## config.mk

```make
export PLATFORM = sky130hd
export DESIGN_NAME = slice_row_sched
export DESIGN_NICKNAME = d
export VERILOG_FILES = /design/src/rtl/slice_row_sched.sv
export SDC_FILE = /design/constraint.sdc
export NUM_CORES = 1
export LEC_CHECK = 0
export ABC_AREA = 1
export CORE_AREA = 2 2 83 85
export CTS_CLUSTER_DIAMETER = 80
export DETAILED_ROUTE_END_ITERATION = 8
export DIE_AREA = 0 0 85 87
export GPL_TIMING_DRIVEN = 1
export PLACE_DENSITY_LB_ADDON = 0.3
export SYNTH_ARGS = -nofsm -noshare
export SYNTH_HDL_FRONTEND = slang
export SYNTH_SLANG_ARGS = --single-unit
export TNS_END_PERCENT = 50
```

## constraint.sdc

```tcl
create_clock -name clk -period 1.3 [get_ports clk]
set_input_delay 0.26 -clock clk [delete_from_list [all_inputs] [get_ports clk]]
set_output_delay 0.26 -clock clk [all_outputs]
set_load 0.01 [all_outputs]
```

## src/rtl/slice_row_sched.sv

```systemverilog
// slice_row_sched: two-requester round-robin row writer into a ROWS x LANES
// byte array. The full array is presented on a valid/ready output once every
// row has been written.
//
//   state   | meaning
//   --------+---------------------------------------------------------------
//   ST_FILL | accepting row commands, out_valid low
//   ST_HOLD | full frame presented, all commands stalled until out_ready
module slice_row_sched #(
  parameter int ROWS   = 2,
  parameter int LANES  = 4,
  parameter int W      = 8,
  parameter int RIDX_W = (ROWS > 1) ? $clog2(ROWS) : 1
) (
  input  logic                    clk,
  input  logic                    rst,
  input  logic                    a_valid,
  output logic                    a_ready,
  input  logic [RIDX_W-1:0]       a_row,
  input  logic                    a_sel,
  input  logic [W-1:0]            a_d0,
  input  logic [W-1:0]            a_d1,
  input  logic                    b_valid,
  output logic                    b_ready,
  input  logic [RIDX_W-1:0]       b_row,
  input  logic                    b_sel,
  input  logic [W-1:0]            b_d0,
  input  logic [W-1:0]            b_d1,
  output logic                    out_valid,
  input  logic                    out_ready,
  output logic [W*LANES*ROWS-1:0] dataout,
  output logic [7:0]              frame_cnt
);

  typedef enum logic {ST_FILL, ST_HOLD} state_t;

  state_t            state_q, state_d;
  logic              prio_q, prio_d;       // 0 = A has priority, 1 = B
  logic [ROWS-1:0]   filled_q, filled_d;
  logic [7:0]        frame_cnt_q, frame_cnt_d;
  logic              out_valid_q, out_valid_d;
  logic [W-1:0]      data_q [ROWS][LANES];
  logic [W-1:0]      data_d [ROWS][LANES];

  logic              grant_a, grant_b;
  logic [RIDX_W-1:0] w_row;
  logic              w_sel;
  logic [W-1:0]      w_d0, w_d1;
  logic              w_in_range;

  // Arbitration: single write port, the pointer breaks ties and flips after each grant.
  always_comb begin
    grant_a = (state_q == ST_FILL) && a_valid && (!b_valid || !prio_q);
    grant_b = (state_q == ST_FILL) && b_valid && (!a_valid ||  prio_q);
    a_ready = grant_a && !rst;
    b_ready = grant_b && !rst;
  end

  // Next-state: row writes, filled tracking, frame handshake.
  always_comb begin
    state_d     = state_q;
    prio_d      = prio_q;
    filled_d    = filled_q;
    frame_cnt_d = frame_cnt_q;
    out_valid_d = out_valid_q;
    data_d      = data_q;
    w_row       = grant_b ? b_row : a_row;
    w_sel       = grant_b ? b_sel : a_sel;
    w_d0        = grant_b ? b_d0  : a_d0;
    w_d1        = grant_b ? b_d1  : a_d1;
    w_in_range  = int'(w_row) < ROWS;

    if (grant_a || grant_b) begin
      prio_d = grant_a;
      // Out-of-range rows are consumed without touching storage.
      for (int r = 0; r < ROWS; r++) begin
        if (w_in_range && (w_row == RIDX_W'(r))) begin
          filled_d[r] = 1'b1;
          for (int l = 0; l < LANES; l++) begin
            if (w_sel && (l == LANES-1))      data_d[r][l] = w_d0;
            else if (w_sel && (l == LANES-2)) data_d[r][l] = w_d1;
            else                              data_d[r][l] = '0;
          end
        end
      end
      if (&filled_d) begin
        state_d     = ST_HOLD;
        out_valid_d = 1'b1;
      end
    end

    if ((state_q == ST_HOLD) && out_ready) begin
      state_d     = ST_FILL;
      out_valid_d = 1'b0;
      filled_d    = '0;
      frame_cnt_d = frame_cnt_q + 8'd1;
    end
  end

  // State and storage registers.
  always_ff @(posedge clk or posedge rst) begin
    if (rst) begin
      state_q     <= ST_FILL;
      prio_q      <= 1'b0;
      filled_q    <= '0;
      frame_cnt_q <= '0;
      out_valid_q <= 1'b0;
      for (int r = 0; r < ROWS; r++)
        for (int l = 0; l < LANES; l++)
          data_q[r][l] <= '0;
    end else begin
      state_q     <= state_d;
      prio_q      <= prio_d;
      filled_q    <= filled_d;
      frame_cnt_q <= frame_cnt_d;
      out_valid_q <= out_valid_d;
      data_q      <= data_d;
    end
  end

  // Flatten with data[0][0] in the MSBs.
  always_comb begin
    dataout = '0;
    for (int r = 0; r < ROWS; r++)
      for (int l = 0; l < LANES; l++)
        dataout[((ROWS-1-r)*LANES + (LANES-1-l))*W +: W] = data_q[r][l];
  end

  assign out_valid = out_valid_q;
  assign frame_cnt = frame_cnt_q;

endmodule

```

==> impl_metrics.ini <==
[power]
power_switching_share_pct = 38.3
switching_power_mw = 2.87
ir_drop_v = 0.00109
seqPwrFrac_pct = 30.4
p_int_mw = 4.62
pwr-share-clk_pct = 16.3
power_density_nw_per_um2 = 1920
leakage_nw = 1.96
p_comb_share_pct = 53.3

[layout]
drive_above_1_share_pct = 34.1
fin_util_pct = 59.4
fin_nets = 425
n_antenna_cell = 0
fill_cells = 578
mostFrequentLayoutCells = 43 x dfrtp_1, 38 x nand2_1, 38 x clkdlybuf4s50_1, 38 x dlygate4sd2_1, 37 x nand2_2
finalInstanceArea_sq_um = 3900
areaGrowthSynthToFinish_pct = 71.6
mostFrequentLayoutCell = dfrtp_1

[grt]
use_met2_pct = 31.1
globalRouteMet3Util_pct = 3.51
grt_pass1_vias = 2080
grt_max_degree = 21
grt_usage_pct = 17.4
busiest_layer = met2
grt_overflow = 0
grt_use_met1_pct = 22.1
antenna_found_initial = 0
grt_pass1_wl_microns = 10200

[drt]
vias = 2142
wirelength_microns = 6310
antenna_left = 0
avgRoutedWirePerCell_microns = 13.6
via_per_inst = 4.62
drcViolationCount = 0
drtPass1Iterations = 4
drtIter0Drc = 64

[timing]
fmax_mhz = 678
hold_violations = 0
post-route-period-util_pct = 113
drv_slew = 0
final.setup_skew_ns = 0.0103
period_needed_ns = 1.48
layout_setup_ws_ns = -0.175
setup-violations-final = 40
rsz0062_at_grt = yes
whs_ns = 0.460

[setup_path]
cp-end-kind = register
cp_max_fo = 7
critical_path_required_ns = 1.48
max_stage_delay_ns = 0.45
cp_slowest_cell = dfrtp_2
worstReg2RegStart = out_valid
start_kind = register
crit_type = reg2reg
r2r_cells = 9
reg2reg_slack_ns = -0.18
worst_r2r_endpoint = dataout[13]
crit_arrival_ns = 1.66
path_cells = nor2_4 > nand2_2 > buf_8 > nand2_4 > nand3_4 > buf_12 > buf_12 > nand2_4 > o21ai_2

[floorplanning]
io_pins = 116
die-area_sq_um = 7400
core-area_sq_um = 6570
die_h_microns = 87
die_w_microns = 85
rows = 30
start_util_pct = 34.6

[synthesis]
post_synth.cell_area_avg_sq_um = 8.27
synth_cells = 275
synth_area_leaders = dfrtp_1 48%, nand2_1 15%, buf_4 12%
yosysSeqAreaShare_pct = 48.4
ys_warn_count = 0
synth.distinct_cells = 22
synth_top_area_share_pct = 48.4
synth_top_cell_by_area = dfrtp_1
ys_ff_latch = 44
syn-cell-area_sq_um = 2270

[hold_path]
hp-class = in2async

[clock_network]
numClockSinks = 44
tritoncts = done
cts_buffers = 5
cts-root-buf = clkbuf_8
cts_buffer_depth = 2
worstSkewPairLatency_ns = 0.30
path_clk_slew_ns = 0.08
cts_htree_levels = 2

[flow_run]
drv_cap = 0

[placed_design]
place.gp.congestion = 0.832
dpl_worst_slack_ns = -0.665
place_hpwl_microns = 4210
port_buffers = 83
post_dp_cell_area_sq_um = 3180

[status]
status = finished with violations
violations = setup timing
## cells by family after synthesis
family | after synthesis | share of synthesized area (%)
buffers and inverters | 59 | 16.3
adder cells (fa/ha/maj) | 1 | 0.550
XOR/XNOR | 7 | 2.70
other | 1 | 0.165
AO/OA/AOI/OAI | 37 | 8.36
AND/OR/NAND/NOR | 126 | 23.5
flip-flops | 44 | 48.4
## power groups by stage
stage / clock [mW] / sequential, mW / combinational [mW]
after floorplan: 0 / 2.46 / 1.35
after global placement: 0 / 2.27 / 2.99
after detailed placement: 0 / 2.27 / 3.03
after CTS: 1.25 / 2.23 / 3.57
after global routing: 1.29 / 2.34 / 4.32
final: 1.22 / 2.28 / 4.00
## worst max-delay path by stage
| stage | start | slack [ns] | endpoint |
|---|---|---|---|
| floorplan | out_valid | -0.004 | b_ready |
| global placement | b_valid | -0.61 | b_ready |
| detailed placement | b_valid | -0.67 | dataout[39] |
| CTS | out_valid | -0.18 | dataout[0] |
| global route | out_valid | -0.26 | dataout[4] |
| finish | out_valid | -0.18 | dataout[13] |
## area by class of cell
cell class	count	area [sq um]	area share [%]
clock buffer	6	72.6	1.86
clock inverter	2	60.1	1.54
inverter	14	56.3	1.44
multi-input combinational	204	1310	33.5
sequential	44	1100	28.2
tap	80	100	2.56
timing repair buffer	114	1210	30.9
## per-stage QoR
stage / setup TNS [ns] / power (mW) / std cells
after floorplan: -0.0163 / 3.81 / 306
after global placement: -21.58 / 5.26 / 443
after detailed placement: -23.15 / 5.30 / 443
after CTS: -5.51 / 7.04 / 463
after global routing: -8.72 / 7.96 / 464
final: -5.32 / 7.50 / 464
## flip-flops by register name, indices dropped and copies added, names as in the netlist
register,cells
dataout,32
frame_cnt,8
filled_q,2
out_valid,1
prio_q,1
## timing repair
action | in CTS | in global routing
gates cloned | 4 | 0
hold buffers | 0 | 0
endpoints found under the setup margin | 80 | 46
pin swaps | 6 | 20
buffers inserted | 8 | 1
gates resized for setup | 121 | 76
## Yosys cell counts, drive strengths merged
master  instances
o21ai          33
dfrtp          44
xor2            3
conb            1
ha              1
o211ai          1
a21oi           2
nor2            5
nand2          93
inv            14
nand3          24
nor3            1
buf            45
xnor2           4
nand4           3
o21a            1
## critical path: cells and delay by family (launching register included)
kind / cells / cell delay (ns)
DFF: 1 / 0.45
and+or+nand+nor: 5 / 0.43
buffers and inverters: 3 / 0.43
AOI/OAI and AO/OA: 1 / 0.05
## per-layer routing
layer	wire length, microns	share of wire [%]
met1	2660	42
met2	3230	51
met3	388	6.1
met4	27	0.43
met5	0	0
No activity file was read; power rests on OpenSTA's default activity.
